==> src/rtl/fetch_stage.sv <==
// Instruction fetch stage: credit-limited sequential fetch into a small in-order queue feeding decode.
// Optional FETCH_PERF_CNT_EN adds a saturating decode-bubble counter output.

`ifndef AddrWidth
`define AddrWidth 32
`endif
`ifndef InstWidth
`define InstWidth 32
`endif

module fetch_stage #(
    parameter int ADDR = `AddrWidth,
    parameter int INST = `InstWidth,
    parameter int QDEPTH = 4,
    parameter logic [ADDR-1:0] RESET_PC = '0
) (
    input  logic            clk,
    input  logic            reset_,
    output logic            fetch_e_,
    output logic [ADDR-1:0] fetch_pc,
    input  logic            ic_e_,
    input  logic [ADDR-1:0] ic_pc,
    input  logic [INST-1:0] ic_inst,
    input  logic            redirect_e_,
    input  logic [ADDR-1:0] redirect_pc,
    input  logic            dec_stall,
    output logic            dec_e_,
    output logic [ADDR-1:0] dec_pc,
    output logic [INST-1:0] dec_inst
`ifdef FETCH_PERF_CNT_EN
    ,
    output logic [31:0]     perf_bubble_cnt
`endif
);

    localparam int PW = $clog2(QDEPTH);
    localparam int CW = PW + 1;
    // drop can exceed QDEPTH across repeated redirects, so give it headroom
    localparam int DW = CW + 4;
    localparam logic [ADDR-1:0] STEP = ADDR'(INST / 8);
    localparam logic [ADDR-1:0] ALIGN_MASK = ~(ADDR'(INST / 8 - 1));

    logic [ADDR-1:0] pc;
    logic [CW-1:0]   count;
    logic [CW-1:0]   outst;
    logic [DW-1:0]   drop;
    logic [PW-1:0]   wr_ptr;
    logic [PW-1:0]   rd_ptr;
    logic [ADDR-1:0] q_pc   [QDEPTH];
    logic [INST-1:0] q_inst [QDEPTH];

    logic [CW:0] credit;
    logic        redirect;
    logic        resp;
    logic        resp_owed;
    logic        issue;
    logic        push;
    logic        pop;
    logic        q_valid;

    assign redirect  = !redirect_e_;
    assign resp      = !ic_e_;
    assign credit    = (CW+1)'(QDEPTH) - (CW+1)'(count) - (CW+1)'(outst);
    assign issue     = reset_ && !redirect && (credit != '0);
    assign q_valid   = (count != '0);
    // a response with nothing dropped or outstanding is a protocol error and is not owed
    assign resp_owed = resp && ((drop != '0) || (outst != '0));
    assign push      = resp && !redirect && (drop == '0) && (outst != '0);
    assign pop       = q_valid && !dec_stall && !redirect;

    assign fetch_e_  = !issue;
    assign fetch_pc  = pc;
    assign dec_e_    = !q_valid;
    assign dec_pc    = q_valid ? q_pc[rd_ptr]   : '0;
    assign dec_inst  = q_valid ? q_inst[rd_ptr] : '0;

    always_ff @(posedge clk or negedge reset_) begin
        if (!reset_) begin
            pc     <= RESET_PC;
            count  <= '0;
            outst  <= '0;
            drop   <= '0;
            wr_ptr <= '0;
            rd_ptr <= '0;
        end else if (redirect) begin
            pc     <= redirect_pc & ALIGN_MASK;
            count  <= '0;
            wr_ptr <= '0;
            rd_ptr <= '0;
            outst  <= '0;
            drop   <= drop + DW'(outst) - DW'(resp_owed);
        end else begin
            if (issue) begin
                pc <= pc + STEP;
            end
            if (push) begin
                wr_ptr <= wr_ptr + PW'(1);
            end
            if (pop) begin
                rd_ptr <= rd_ptr + PW'(1);
            end
            count <= count + CW'(push) - CW'(pop);
            outst <= outst + CW'(issue) - CW'(push);
            if (resp && (drop != '0)) begin
                drop <= drop - DW'(1);
            end
        end
    end

    always_ff @(posedge clk) begin
        if (push) begin
            q_pc[wr_ptr]   <= ic_pc;
            q_inst[wr_ptr] <= ic_inst;
        end
    end

`ifdef FETCH_PERF_CNT_EN
    always_ff @(posedge clk or negedge reset_) begin
        if (!reset_) begin
            perf_bubble_cnt <= '0;
        end else if (dec_e_ && redirect_e_ && (perf_bubble_cnt != 32'hFFFF_FFFF)) begin
            perf_bubble_cnt <= perf_bubble_cnt + 32'd1;
        end
    end
`endif

endmodule

==> config.mk <==
export PLATFORM = sky130hd
export DESIGN_NAME = fetch_stage
export DESIGN_NICKNAME = d
export VERILOG_FILES = /design/src/rtl/fetch_stage.sv
export SDC_FILE = /design/constraint.sdc
export NUM_CORES = 1
export LEC_CHECK = 0
export CAP_MARGIN = 40
export CORE_MARGIN = 4
export CORE_UTILIZATION = 49
export CTS_CLUSTER_DIAMETER = 60
export DETAILED_ROUTE_END_ITERATION = 6
export PLACE_DENSITY_LB_ADDON = 0.12
export SLEW_MARGIN = 30
export SYNTH_ARGS = -nofsm -noshare
export SYNTH_HDL_FRONTEND = slang
export SYNTH_SLANG_ARGS = --single-unit
==> constraint.sdc <==
create_clock -name clk -period 4 [get_ports clk]
set_clock_uncertainty 0.2 [all_clocks]
set_input_delay 0.8 -clock clk [delete_from_list [all_inputs] [get_ports clk]]
set_output_delay 0.8 -clock clk [all_outputs]
set_load 0.05 [all_outputs]
After elaboration in Yosys (flattened, before gate mapping)
Memories as Yosys holds them, arrays and structs flattened.
Cells that the tools add are included.
{"block": "totals", "ff_bits": 49, "wordCells": 57, "ramBits": 256, "output_inout_bits": 98, "n_memories": 2}
{"block": "classes", "mux": 14, "add_sub_neg": 12, "n_eq_ne": 4, "n_reduce_logical": 19}
{"memory": "q_inst", "words": 4, "word_bits": 32, "rd": 1, "rd_ports_with_merged_regs": 0, "write_ports": 1, "line": "50", "text": "logic [INST-1:0] q_inst [QDEPTH];"}
{"memory": "q_pc", "words": 4, "word_bits": 32, "rd": 1, "rd_ports_with_merged_regs": 0, "write_ports": 1, "line": "49", "text": "logic [ADDR-1:0] q_pc [QDEPTH];"}
{"op": "2-to-1 mux 32 bit", "count": 4}
{"op": "adder 32 x 3 -> 32 bit, second input constant", "count": 1}
{"op": "2-to-1 mux 7 bit", "count": 2}
{"op": "logical AND 1 bit", "count": 9}
{"op": "2-to-1 mux 2 bit", "count": 4}
{"op": "inequality test 2 x 1 -> 1 bit, second input constant", "count": 4}
{"op": "adder 7 x 3 -> 7 bit", "count": 1}
{"op": "logical NOT 7 bit", "count": 1}
{"op": "nonzero test 7 bit", "count": 1}
{"op": "subtractor 7 x 1 -> 7 bit", "count": 1}
{"op": "subtractor 7 x 1 -> 7 bit, second input constant", "count": 1}
{"op": "adder 3 x 1 -> 3 bit", "count": 2}
{"op": "2-to-1 mux 3 bit", "count": 2}
{"op": "nonzero test 3 bit", "count": 2}
{"op": "subtractor 3 x 1 -> 3 bit", "count": 2}
{"op": "adder 2 x 1 -> 2 bit, second input constant", "count": 2}
{"op": "logical NOT 1 bit", "count": 4}
{"op": "nonzero test 4 bit", "count": 1}
{"op": "subtractor 3 x 3 -> 4 bit, first input constant", "count": 1}
{"op": "subtractor 4 x 3 -> 4 bit", "count": 1}
{"op": "2-to-1 mux 1 bit", "count": 2}
{"op": "logical OR 1 bit", "count": 1}

Longest topological paths before layout
{"block": "logic_depth", "word_depth": 7, "ltp_mapped": 15, "depth_no_buf": 15}

Worst setup path before layout
No wires, ideal clock.
{"block": "synth_timing", "kind": "register to register", "start": "register outst[1]", "end": "register outst[2]", "path_stages_with_launch": 16, "synth_period_minus_slack_ps": 3759, "t_arrival_ps": 3440, "n_path_buf": 0, "setup_slack_ps": 241, "required_ps": 3681, "path_cell_list": "dfrtp_1 > ha_1 > inv_1 > ha_1 > fa_1 > xor2_1 > a21boi_2 > nand2_1 > ha_1 > inv_1 > ha_1 > inv_1 > fa_1 > xnor2_1 > xnor2_1 > and2_1"}
{"block": "synth_between", "elab_chain_cells": 6, "word_cells_on_any_way": 8, "classes_between": "add/sub (3); mux (1); reduce/logical (4)"}
{"element": "start: declaration", "line": "45", "text": "logic [CW-1:0] outst;"}
{"element": "start signal: assignment", "line": "103", "text": "outst <= outst + CW'(issue) - CW'(push);"}
{"element": "subtractor 4 x 3 -> 4 bit", "line": "63", "text": "assign credit = (CW+1)'(QDEPTH) - (CW+1)'(count) - (CW+1)'(outst);"}
{"element": "nonzero test 4 bit", "line": "64", "text": "assign issue = reset_ && !redirect && (credit != '0);"}
{"element": "logical AND 1 bit", "line": "64"}
{"element": "adder 3 x 1 -> 3 bit", "line": "103"}
{"element": "subtractor 3 x 1 -> 3 bit *", "line": "103"}
{"element": "2-to-1 mux 3 bit *", "line": "85", "text": "end else if (redirect) begin"}
Every way passes the cells marked *; elsewhere a longest branch is shown, timed or not.
A chain may end at the register's enable or synchronous reset.

Worst setup path after layout
{"block": "layout_timing", "start": "register rd_ptr[0]", "end": "output port dec_pc[17]"}
{"block": "layout_between", "elab_chain_cells": 2}
{"element": "start: declaration", "line": "48", "text": "logic [PW-1:0] rd_ptr;"}
{"element": "start signal: assignment", "line": "100", "text": "rd_ptr <= rd_ptr + PW'(1);"}
{"element": "memory (4 x 32 bit)"}
{"element": "2-to-1 mux 32 bit", "line": "74", "text": "assign dec_pc = q_valid ? q_pc[rd_ptr] : '0;"}
{"element": "end: declaration", "line": "28", "text": "output logic [ADDR-1:0] dec_pc,"}
No other way between the ends.

==> results.yml <==
outcome:
  status: "finished, final reports clean"
global_routing:
  top_usage_layer: "met2"
  grtUsageMet3: 0.0404
  grt_use_met2: 0.301
  grt_max_degree: 69
  grtUsageTotal: 0.176
  antenna_found_initial: 1
  grt_pass1_wl_mm: 40.5
  grt_pass1_vias: 7428
  use_met1: 0.235
  grt_remaining_overflow: 0
die:
  num_io_pins: 199
  rows: 59
  die_h_um: 170
  initial_core_util: 0.496
  core_um2: 26000
  die_area_um2: 29000
  fp.dieW_um: 170
setup_path:
  end_kind: "primary output"
  worstPathRequired_ns: 3.00
  critPathKind: "flop to primary output"
  cp_slowest_stage_delay_ns: 0.71
  cp-start-kind: "flop"
  arrival_ns: 2.85
  cpMaxStageDelayCell: "clkdlybuf4s50_1"
  path_cells: "buf_12 -> mux4_2 -> nor2b_1 -> clkdlybuf4s50_1"
  path_max_fanout: 30
  regToRegSetupSlack_ns: 0.38
flow_run:
  drv_cap: 0
synthesis:
  yosys_warnings: 0
  synthArstFlopShare: 0.155
  synth_compound_area_frac: 0.0267
  synth.mux.area_fraction: 0.113
  synth_top_family_by_area: "multiplexers"
  synth.largest_area_cell: "edfxtp_1"
  ys.flop_type: "edfxtp_1"
  synthesis.area_um2: 12900
  postSynthCellCount: 771
  synthSimpleGateAreaFrac: 0.0883
  synth_edf_count: 256
  yosysTopAreaCellShare: 0.596
  synthAdderAreaFrac: 0.0314
  ys_seq_area_frac: 0.687
  synth_seq_cells: 303
  avgSynthCellArea_um2: 16.7
  yosysUniqueCellTypes: 53
  synth_xor_area_frac: 0.0292
  netlist_top_cells_area: "edfxtp_1, mux4_2, dfrtp_1, nor2b_1, ha_1"
power:
  vdd_drop_max_mv: 0.381
  p_total_mw: 9.72
  pwr_density_cell_nw_per_um2: 592
  p_leak_nw: 5.94
clocking:
  cts_setup_buffers: 0
  root_buffer: "clkbuf_16"
  clk_pin_slew_ns: 0.06
  clock_latency_ns: 0.54
  htreeDepth: 1
  cts_tree: "built"
  cts_buffers: 31
  clk_path_buf_depth: 3
  cts.sinks: 303
placed_design:
  io_buffers: 194
  placedCellCount: 1287
  dpl.hpwl_mm: 16.4
  gp_congestion: 0.799
  pre_cts_ws_ns: 0.369
detailed_routing:
  ant_nets: 0
  drc: 0
  via_count: 7105
  vias_per_cell: 5.28
  wl_mm: 25.5
  drtIter0Drc: 415
  wl_per_cell_um: 19.0
  dr.pass1.iters: 4
sta:
  slew_violations: 0
  slew_headroom: 0.565
  final.min_clock_period_ns: 3.85
  finalCritPeriodShare: 0.962
  setup_viol: 0
  tns_ns: 0
  rsz0062_at_grt: "false"
  tightest_slew_ns: 0.650
  fmax_mhz: 260
  setup_ws_ns: 0.152
  finalHoldViolCount: 0
finish:
  area_growth_syn_to_layout_pct: 27.3
  drive_gt1_frac: 0.153
  fin_cells: 1345
  fin_nets: 1116
min_path:
  hp-class: "primary input to asynchronous set/reset pin"
## worst paths after layout
path | start | to | depth (start not counted)
hold reg to reg | wr_ptr[0] | wr_ptr[0] | 1
min in group clk | wr_ptr[0] | wr_ptr[0] | 1
setup reg to reg | outst[1] | outst[2] | 15
hold / removal | reset_ | drop[1] | 2
setup / recovery | rd_ptr[0] | dec_pc[17] | 4
max in group asynchronous | reset_ | rd_ptr[0] | 2
## stage by stage
step	instance area (um^2)	utilization	hold slack [ns]
after floorplan	12900	-	0.304
after global routing	16400	0.632	0.0460
after CTS	16300	0.629	0.0271
final	16400	0.632	0.0290
after global placement	15400	0.592	0.344
after detailed placement	15400	0.592	0.351
## cells by family (layout without fill, tap and decap cells)
logic type,Yosys count,in the layout
buffers and inverters,70,307
adder cells (fa/ha/maj),30,30
AO/OA/AOI/OAI,60,60
flip-flops,303,303
AND/OR/NAND/NOR,198,198
multiplexers,66,66
XOR/XNOR,43,43
other,1,3
## critical path: cells and delay by family, from the launching register on
kind                   cells  cell delay (ns)
DFF                        1             0.62
buffers and inverters      2             1.02
muxes                      1             0.52
and+or+nand+nor            1             0.14
## cell usage in the layout (no fill, tap or decap), types with 31 or more instances in the layout
cell type	count
a21oi_1	37
nor2b_1	67
edfxtp_1	256
mux4_2	64
inv_1	34
clkbuf_16	31
dfrtp_1	45
nor2_1	39
clkdlybuf4s50_1	163
xnor2_1	32
## synth_stat cells (3+ instances only)
library cell / number
dfrtp_1: 47
xor2_1: 11
nor4_2: 3
a21oi_1: 37
mux4_2: 64
buf_2: 8
nor3_1: 13
and2_1: 15
edfxtp_1: 256
buf_1: 4
inv_1: 34
fa_1: 4
nand4_1: 7
nand3_1: 8
ha_1: 26
clkbuf_1: 19
a31oi_1: 5
nor2b_1: 67
xnor2_1: 32
nand2_1: 22
nor2_1: 39
nor4_1: 3
o21ai_0: 7
## area by class of cell
type | instances | area [um^2]
antenna | 1 | 2.50
inverter | 34 | 128
clock buffer | 40 | 810
multi-input combinational | 399 | 3740
timing repair buffer | 216 | 2290
tap | 335 | 419
fill | 1920 | 9570
clock inverter | 17 | 155
sequential | 303 | 8870
## report_power, final
part           switching (mW)  leakage [nW]  internal [mW]
Sequential              0.139          2.85           3.53
Clock                    1.11         0.474           1.61
Combinational            2.04          2.62           1.30
## registers in the layout, indices dropped and copies added (netlist names)
signal    cells
outst         3
fetch_pc     30
count         3
wr_ptr        2
q_inst      128
rd_ptr        2
q_pc        128
drop          7
## layer usage
metal	wire, um	part of all wire
met5	0	0
met4	443	0.017
met3	1660	0.065
met2	12800	0.50
met1	10600	0.41
## repair_timing
item,4_1_cts,5_1_grt
resized for setup,0,28
hold buffers,0,0
endpoints found under the setup margin,0,28
Power figures use the tool's default switching activity.
